`src/rtl/fifo_rd_stream.sv`:
```
// Read-side drain engine: pulls words from the dual-clock FIFO and re-presents
// them as a valid/ready stream through a small credit-controlled elastic buffer.
module fifo_rd_stream #(
  parameter int DWIDTH = 8,
  parameter int RD_LAT = 1,
  parameter int CWIDTH = 16
) (
  input  logic              rd_clk,
  input  logic              areset,
  input  logic              fifo_empty,
  input  logic [DWIDTH-1:0] fifo_q,
  output logic              fifo_read,
  output logic [DWIDTH-1:0] m_data,
  output logic              m_valid,
  input  logic              m_ready,
  output logic [CWIDTH-1:0] words_out,
  output logic              underrun,
  output logic              busy
);
  localparam int BDEPTH = RD_LAT + 1;
  localparam logic [1:0] LAST_IDX = 2'(BDEPTH - 1);
  localparam logic [2:0] BDEPTH_W = 3'(BDEPTH);

  logic              run;
  logic [RD_LAT-1:0] pending;
  logic [RD_LAT-1:0] pending_next;
  logic [DWIDTH-1:0] buf_mem [0:3];
  logic [1:0]        head;
  logic [1:0]        tail;
  logic [1:0]        occ;
  logic [1:0]        inflight;
  logic              push;
  logic              pop;
  logic [2:0]        credit_used;

  always_comb begin
    inflight = '0;
    for (int i = 0; i < RD_LAT; i++) inflight = inflight + 2'(pending[i]);
  end

  // A read only issues when the buffer slot it will land in is already guaranteed.
  assign m_valid     = (occ != 2'd0);
  assign m_data      = buf_mem[head];
  assign pop         = m_valid & m_ready;
  assign push        = pending[RD_LAT-1];
  assign busy        = (occ != 2'd0) | (inflight != 2'd0);
  assign credit_used = 3'(occ) + 3'(inflight) - 3'(pop);
  assign fifo_read   = run & ~fifo_empty & (credit_used < BDEPTH_W);

  always_comb begin
    pending_next    = pending << 1;
    pending_next[0] = fifo_read;
  end

  // run holds off the first strobe until a clock edge has passed with reset low.
  always_ff @(posedge rd_clk or posedge areset) begin
    if (areset) begin
      run       <= 1'b0;
      pending   <= '0;
      head      <= 2'd0;
      tail      <= 2'd0;
      occ       <= 2'd0;
      words_out <= '0;
      underrun  <= 1'b0;
      for (int i = 0; i < 4; i++) buf_mem[i] <= '0;
    end else begin
      run     <= 1'b1;
      pending <= pending_next;
      if (push) begin
        buf_mem[tail] <= fifo_q;
        tail          <= (tail == LAST_IDX) ? 2'd0 : tail + 2'd1;
      end
      if (pop) begin
        head      <= (head == LAST_IDX) ? 2'd0 : head + 2'd1;
        words_out <= words_out + CWIDTH'(1);
      end
      occ      <= occ + 2'(push) - 2'(pop);
      underrun <= underrun | (fifo_read & fifo_empty);
    end
  end
endmodule

```
`config.mk`:
```
export PLATFORM = sky130hd
export DESIGN_NAME = fifo_rd_stream
export DESIGN_NICKNAME = d
export VERILOG_FILES = /design/src/rtl/fifo_rd_stream.sv
export SDC_FILE = /design/constraint.sdc
export NUM_CORES = 1
export LEC_CHECK = 0
export CAP_MARGIN = 10
export CORE_UTILIZATION = 43
export DETAILED_ROUTE_END_ITERATION = 8
export GPL_TIMING_DRIVEN = 0
export PLACE_DENSITY_LB_ADDON = 0.15
export SYNTH_ARGS = -nofsm -noshare
export SYNTH_HDL_FRONTEND = slang
export SYNTH_SLANG_ARGS = --single-unit
```
`constraint.sdc`:
```
create_clock -name rd_clk -period 2.8 [get_ports rd_clk]
set_input_delay 0.56 -clock rd_clk [delete_from_list [all_inputs] [get_ports rd_clk]]
set_output_delay 0.56 -clock rd_clk [all_outputs]
set_load 0.01 [all_outputs]
```
# Word level (Yosys, flattened, before mapping)
# Cells that the tools add are included.
word_totals:
  elab_cells: 43
  out_inout_bits: 28
  input_bits: 12
  register_bits: 57
op_classes:
  n_lt_le_gt_ge: 4
  n_bitwise: 9
  eq_ne: 2
  mux: 8
  n_reduce_logical: 2
  addsub: 7
ops:
  columns: ["operator", "count"]
  rows:
  - ["$bwmux 32", 1]
  - ["$mux 8", 3]
  - ["$add 16x1->16 const B", 1]
  - ["$bmux 8 s2", 1]
  - ["$demux 8 s2", 1]
  - ["$ge 3x3->1 const B", 2]
  - ["$not 2->3", 2]
  - ["$add 2x1->2 const B", 2]
  - ["$and 1x1->1", 4]
  - ["$eq 2x1->1 const B", 2]
  - ["$mux 2", 2]
  - ["$add 2x1->3", 1]
  - ["$lt 3x1->1 const B", 1]
  - ["$lt 3x2->1 const B", 1]
  - ["$sub 3x1->3", 1]
  - ["$add 2x1->2", 1]
  - ["$or 1x1->1", 2]
  - ["$reduce_bool 2->1", 1]
  - ["$sub 2x1->2", 1]
  - ["$logic_and 1x1->1", 1]
  - ["$not 1->1", 1]

# Logic depth before layout (Yosys ltp)
depth:
  word_depth: 7
  mapped_depth: 8
  ltp_nobuf: 7

# Least setup slack after synthesis
# OpenSTA, ideal clock, no wires.
synth_timing:
  kind: "input to output"
  from: "input m_ready"
  to: "output fifo_read"
  setup_slack_ps: -18
  arrival_time_ps: 2258
  stages: 8
  required_ps: 2240
  path_buffers: 1
  path_cell_list: "o21a_1 > buf_4 > ha_1 > inv_1 > ha_1 > fa_1 > xnor2_1 > nor4b_1"
synth_between:
  elab_chain_len: 4
synth_lines:
  columns: ["element", "line", "text"]
  rows:
  - ["start, declared", "15", "input logic m_ready,"]
  - ["$and 1x1->1", "44", "assign pop = m_valid & m_ready;"]
  - ["net pop", "33", "logic pop;"]
  - ["$sub 3x1->3", "47", "assign credit_used = 3'(occ) + 3'(inflight) - 3'(pop);"]
  - ["$lt 3x2->1", "48", "assign fifo_read = run & ~fifo_empty & (credit_used < BDEPTH_W);"]
  - ["$and 1x1->1", "48", null]
  - ["end, declared", "12", "output logic fifo_read,"]
# The timed path passes the listed nets, and every way through them passes these cells.

# Worst setup path after layout
layout_timing:
  from: "register occ[0]"
  to: "output fifo_read"
layout_between:
  elab_chain_len: 5
  elab_cells_between_ends: 6
  cone_classes: "add/sub (2); order compare (1); bitwise (2); reduce/logical (1)"
layout_lines:
  columns: ["element", "line", "text"]
  rows:
  - ["start, declared", "30", "logic [1:0] occ;"]
  - ["start signal, assigned", "77", "occ <= occ + 2'(push) - 2'(pop);"]
  - ["branches (longest 2 deep; another with $add 2x1->3)", null, null]
  - ["$sub 3x1->3 *", "47", null]
  - ["$lt 3x2->1 *", "48", null]
  - ["$and 1x1->1 *", "48", null]
# Mark *: on every way between the ends.

==> flow_summary.json <==
{
  "antenna_left": 0,
  "critPathBufInv": 2,
  "powerDensity_nw_per_um2": 946,
  "h-tree-depth": 3,
  "yosys_warnings": 0,
  "die_width_um": 78.0,
  "fin_crit_sh": 1.05,
  "dieArea_um2": 6080,
  "cts.sinks": 57,
  "clk_pin_slew_ps": 60,
  "gp_congestion": 0.688,
  "start_util": 0.448,
  "wl_per_cell_um": 16.3,
  "ios": 40,
  "fin_nets": 236,
  "fmax_ghz": 0.341,
  "vias_per_cell": 5.14,
  "grt_pass1_vias": 1614,
  "grt_use_total": 0.181,
  "critPathMaxStageDelay_ps": 400,
  "syn2layout_area_growth_pct": 30.5,
  "final_cell_mix": "dfrtp_1 (56), clkdlybuf4s50_1 (37), mux2_2 (33)",
  "rsz0062_at_grt": "yes",
  "numCtsBuffers": 9,
  "drive_gt1_frac": 0.353,
  "grt_max_degree": 37,
  "syn_inst": 167,
  "syn_nets": 183,
  "start_kind": "register",
  "path_common_cell": "ha_4",
  "tightest_slew_ps": 533,
  "setup_slack_ps": -129,
  "cts_tree": "done",
  "report.final.slew_viol_count": 0,
  "coreArea_um2": 5540,
  "die_y_um": 78.0,
  "cp_top_family": "adder cells",
  "dp_hpwl_mm": 3.36,
  "std_cell_rows": 27,
  "p_leak_nw": 1.39,
  "clk_latency_ps": 320,
  "synth_seq_area_share": 0.575,
  "yosysTopAreaCell": "dfrtp_1",
  "setup-tns-final_ps": -129,
  "maxCapViolations": 0,
  "drt_iter0_markers": 66,
  "root_buffer": "clkbuf_8",
  "synthTopCellsByArea": "dfrtp_1 (57%), mux2_2 (15%), mux4_2 (7.3%)",
  "final_common_cell": "dfrtp_1",
  "violations": "negative setup slack",
  "ys_ff_latch": 57,
  "setup_violations": 1,
  "path_cells": "o21a_4 > ha_4 > inv_2 > ha_4 > fa_2 > xnor2_2 > nor4b_2 > buf_2",
  "vias": 1520,
  "post-route-min-period_ps": 2930,
  "hold_class": "register to register",
  "antenna_cells": 0,
  "synth.avg_cell_area_um2": 14.9,
  "drcViolationCount": 0,
  "crit_required_ps": 2240,
  "path_max_fanout": 2,
  "yosys.cell_types.count": 29,
  "slew_headroom": 0.643,
  "vdd.ir_drop.worst_uv": 572,
  "worstSetupEndpointType": "primary output",
  "grt-ovfl-total": 0,
  "critPathArrivalTime_ps": 2370,
  "grt_pass1_wl_mm": 8.14,
  "cts.path.max_buffers": 2,
  "placed_cell_area_um2": 2990,
  "portBuffers": 39,
  "netlist_area_um2": 2480,
  "finalHoldViolations": 0,
  "finalPower_mw": 3.06,
  "finalClockSkew_ps": 2.71,
  "status": "complete, but fails checks",
  "crit_type": "register to primary output",
  "fin_util": 0.584,
  "antenna_found_initial": 0,
  "synth_top_area_frac": 0.575,
  "drt-pass1-iter-count": 4,
  "fin_area_um2": 3240,
  "critPathSlowestCell": "dfrtp_1",
  "wl_mm": 4.83
}
-- per-stage QoR --
| step | setup WS, ps | cells | hold WS (ps) |
|---|---|---|---|
| 2_1_floorplan | 130 | 167 | 473 |
| 3_3_place_gp | -881 | 278 | 442 |
| 3_5_place_dp | -1010 | 279 | 451 |
| 4_1_cts | -218 | 296 | 466 |
| 5_1_grt | -242 | 296 | 483 |
| 6_report | -129 | 296 | 462 |
-- routing by layer --
metal | global-route usage | part of all wire | vias up
li1 | - | - | 693
met1 | 0.228 | 0.42 | 793
met2 | 0.302 | 0.54 | 27
met3 | 0.0365 | 0.031 | 7
met4 | 0.0833 | 0.011 | 0
met5 | 0 | 0 | -
-- kinds of logic (layout without fill, tap and decap cells) --
group / after synthesis / count (layout) / synth area share
compound gates: 5 / 5 / 0.0176
xor+xnor: 18 / 18 / 0.0635
fa+ha+maj: 4 / 4 / 0.0232
buf+inv: 12 / 69 / 0.0217
flops: 57 / 57 / 0.575
mux: 41 / 41 / 0.222
other cells: 1 / 1 / 0.00151
simple gates: 29 / 29 / 0.0751
-- what timing repair did --
item / 4_1_cts / 5_1_grt
setup buffers: 3 / 0
pin swaps: 5 / 3
endpoints found under the setup margin: 1 / 1
hold buffers: 0 / 0
resized for setup: 16 / 0
-- flip-flops by register name, summed over array words and instances, names as in the netlist --
name / count
buf_mem: 32
pending: 1
head: 2
occ: 2
underrun: 1
run: 1
words_out: 16
tail: 2
-- worst paths after layout --
check                      slack (ps)                        end               start  depth (start not counted)
hold / removal                    460         underrun$_DFF_PP0_  underrun$_DFF_PP0_                          1
setup reg to reg                  830          pending$_DFF_PP0_    occ[0]$_DFF_PP0_                          7
min in group asynchronous         580  words_out[12]$_DFFE_PP0P_              areset                          2
hold reg to reg                   460         underrun$_DFF_PP0_  underrun$_DFF_PP0_                          1
max in group asynchronous        1660           occ[1]$_DFF_PP0_              areset                          3
setup / recovery                 -130                  fifo_read    occ[0]$_DFF_PP0_                          8
-- where the power goes --
| group | switching [mW] | internal [mW] | total, mW |
|---|---|---|---|
| Combinational | 0.464 | 0.680 | 1.14 |
| Clock | 0.293 | 0.451 | 0.745 |
| Sequential | 0.141 | 1.03 | 1.18 |
-- worst register-to-register path, stage by stage (launching register included) --
cell,delay [ps]
dfrtp_1,400
o21a_4,240
ha_4,260
inv_2,40
ha_4,150
fa_2,350
xnor2_2,150
nor4b_2,280
-- final cells by class --
| cell class | count | area, um^2 |
|---|---|---|
| clock inverter | 3 | 40.0 |
| buffer | 5 | 23.8 |
| clock buffer | 12 | 155 |
| multi-input combinational | 98 | 1050 |
| inverter | 6 | 22.5 |
| timing repair buffer | 43 | 429 |
| fill | 465 | 2300 |
| tap | 72 | 90.1 |
| sequential | 57 | 1430 |
-- synthesized netlist by cell type --
| cell | count |
|---|---|
| dfrtp_1 | 57 |
| mux2_2 | 33 |
| xnor2_1 | 12 |
| mux4_2 | 8 |
| nand2_1 | 8 |
| inv_1 | 6 |
| xor2_1 | 6 |
| nand3_1 | 5 |
| buf_2 | 4 |
| and3_1 | 3 |
| ha_1 | 3 |
| a21boi_0 | 2 |
| nand3b_1 | 2 |
| nor2_1 | 2 |
| nor3_1 | 2 |
| buf_4 | 1 |
| clkbuf_1 | 1 |
| conb_1 | 1 |
| fa_1 | 1 |
| nand4_1 | 1 |
| nand4_2 | 1 |
| nor3b_4 | 1 |
| nor4_4 | 1 |
| nor4b_1 | 1 |
| o2111ai_1 | 1 |
| o211ai_2 | 1 |
| o21a_1 | 1 |
| or2_2 | 1 |
| or3_1 | 1 |
(Power assumes the default switching activity.)
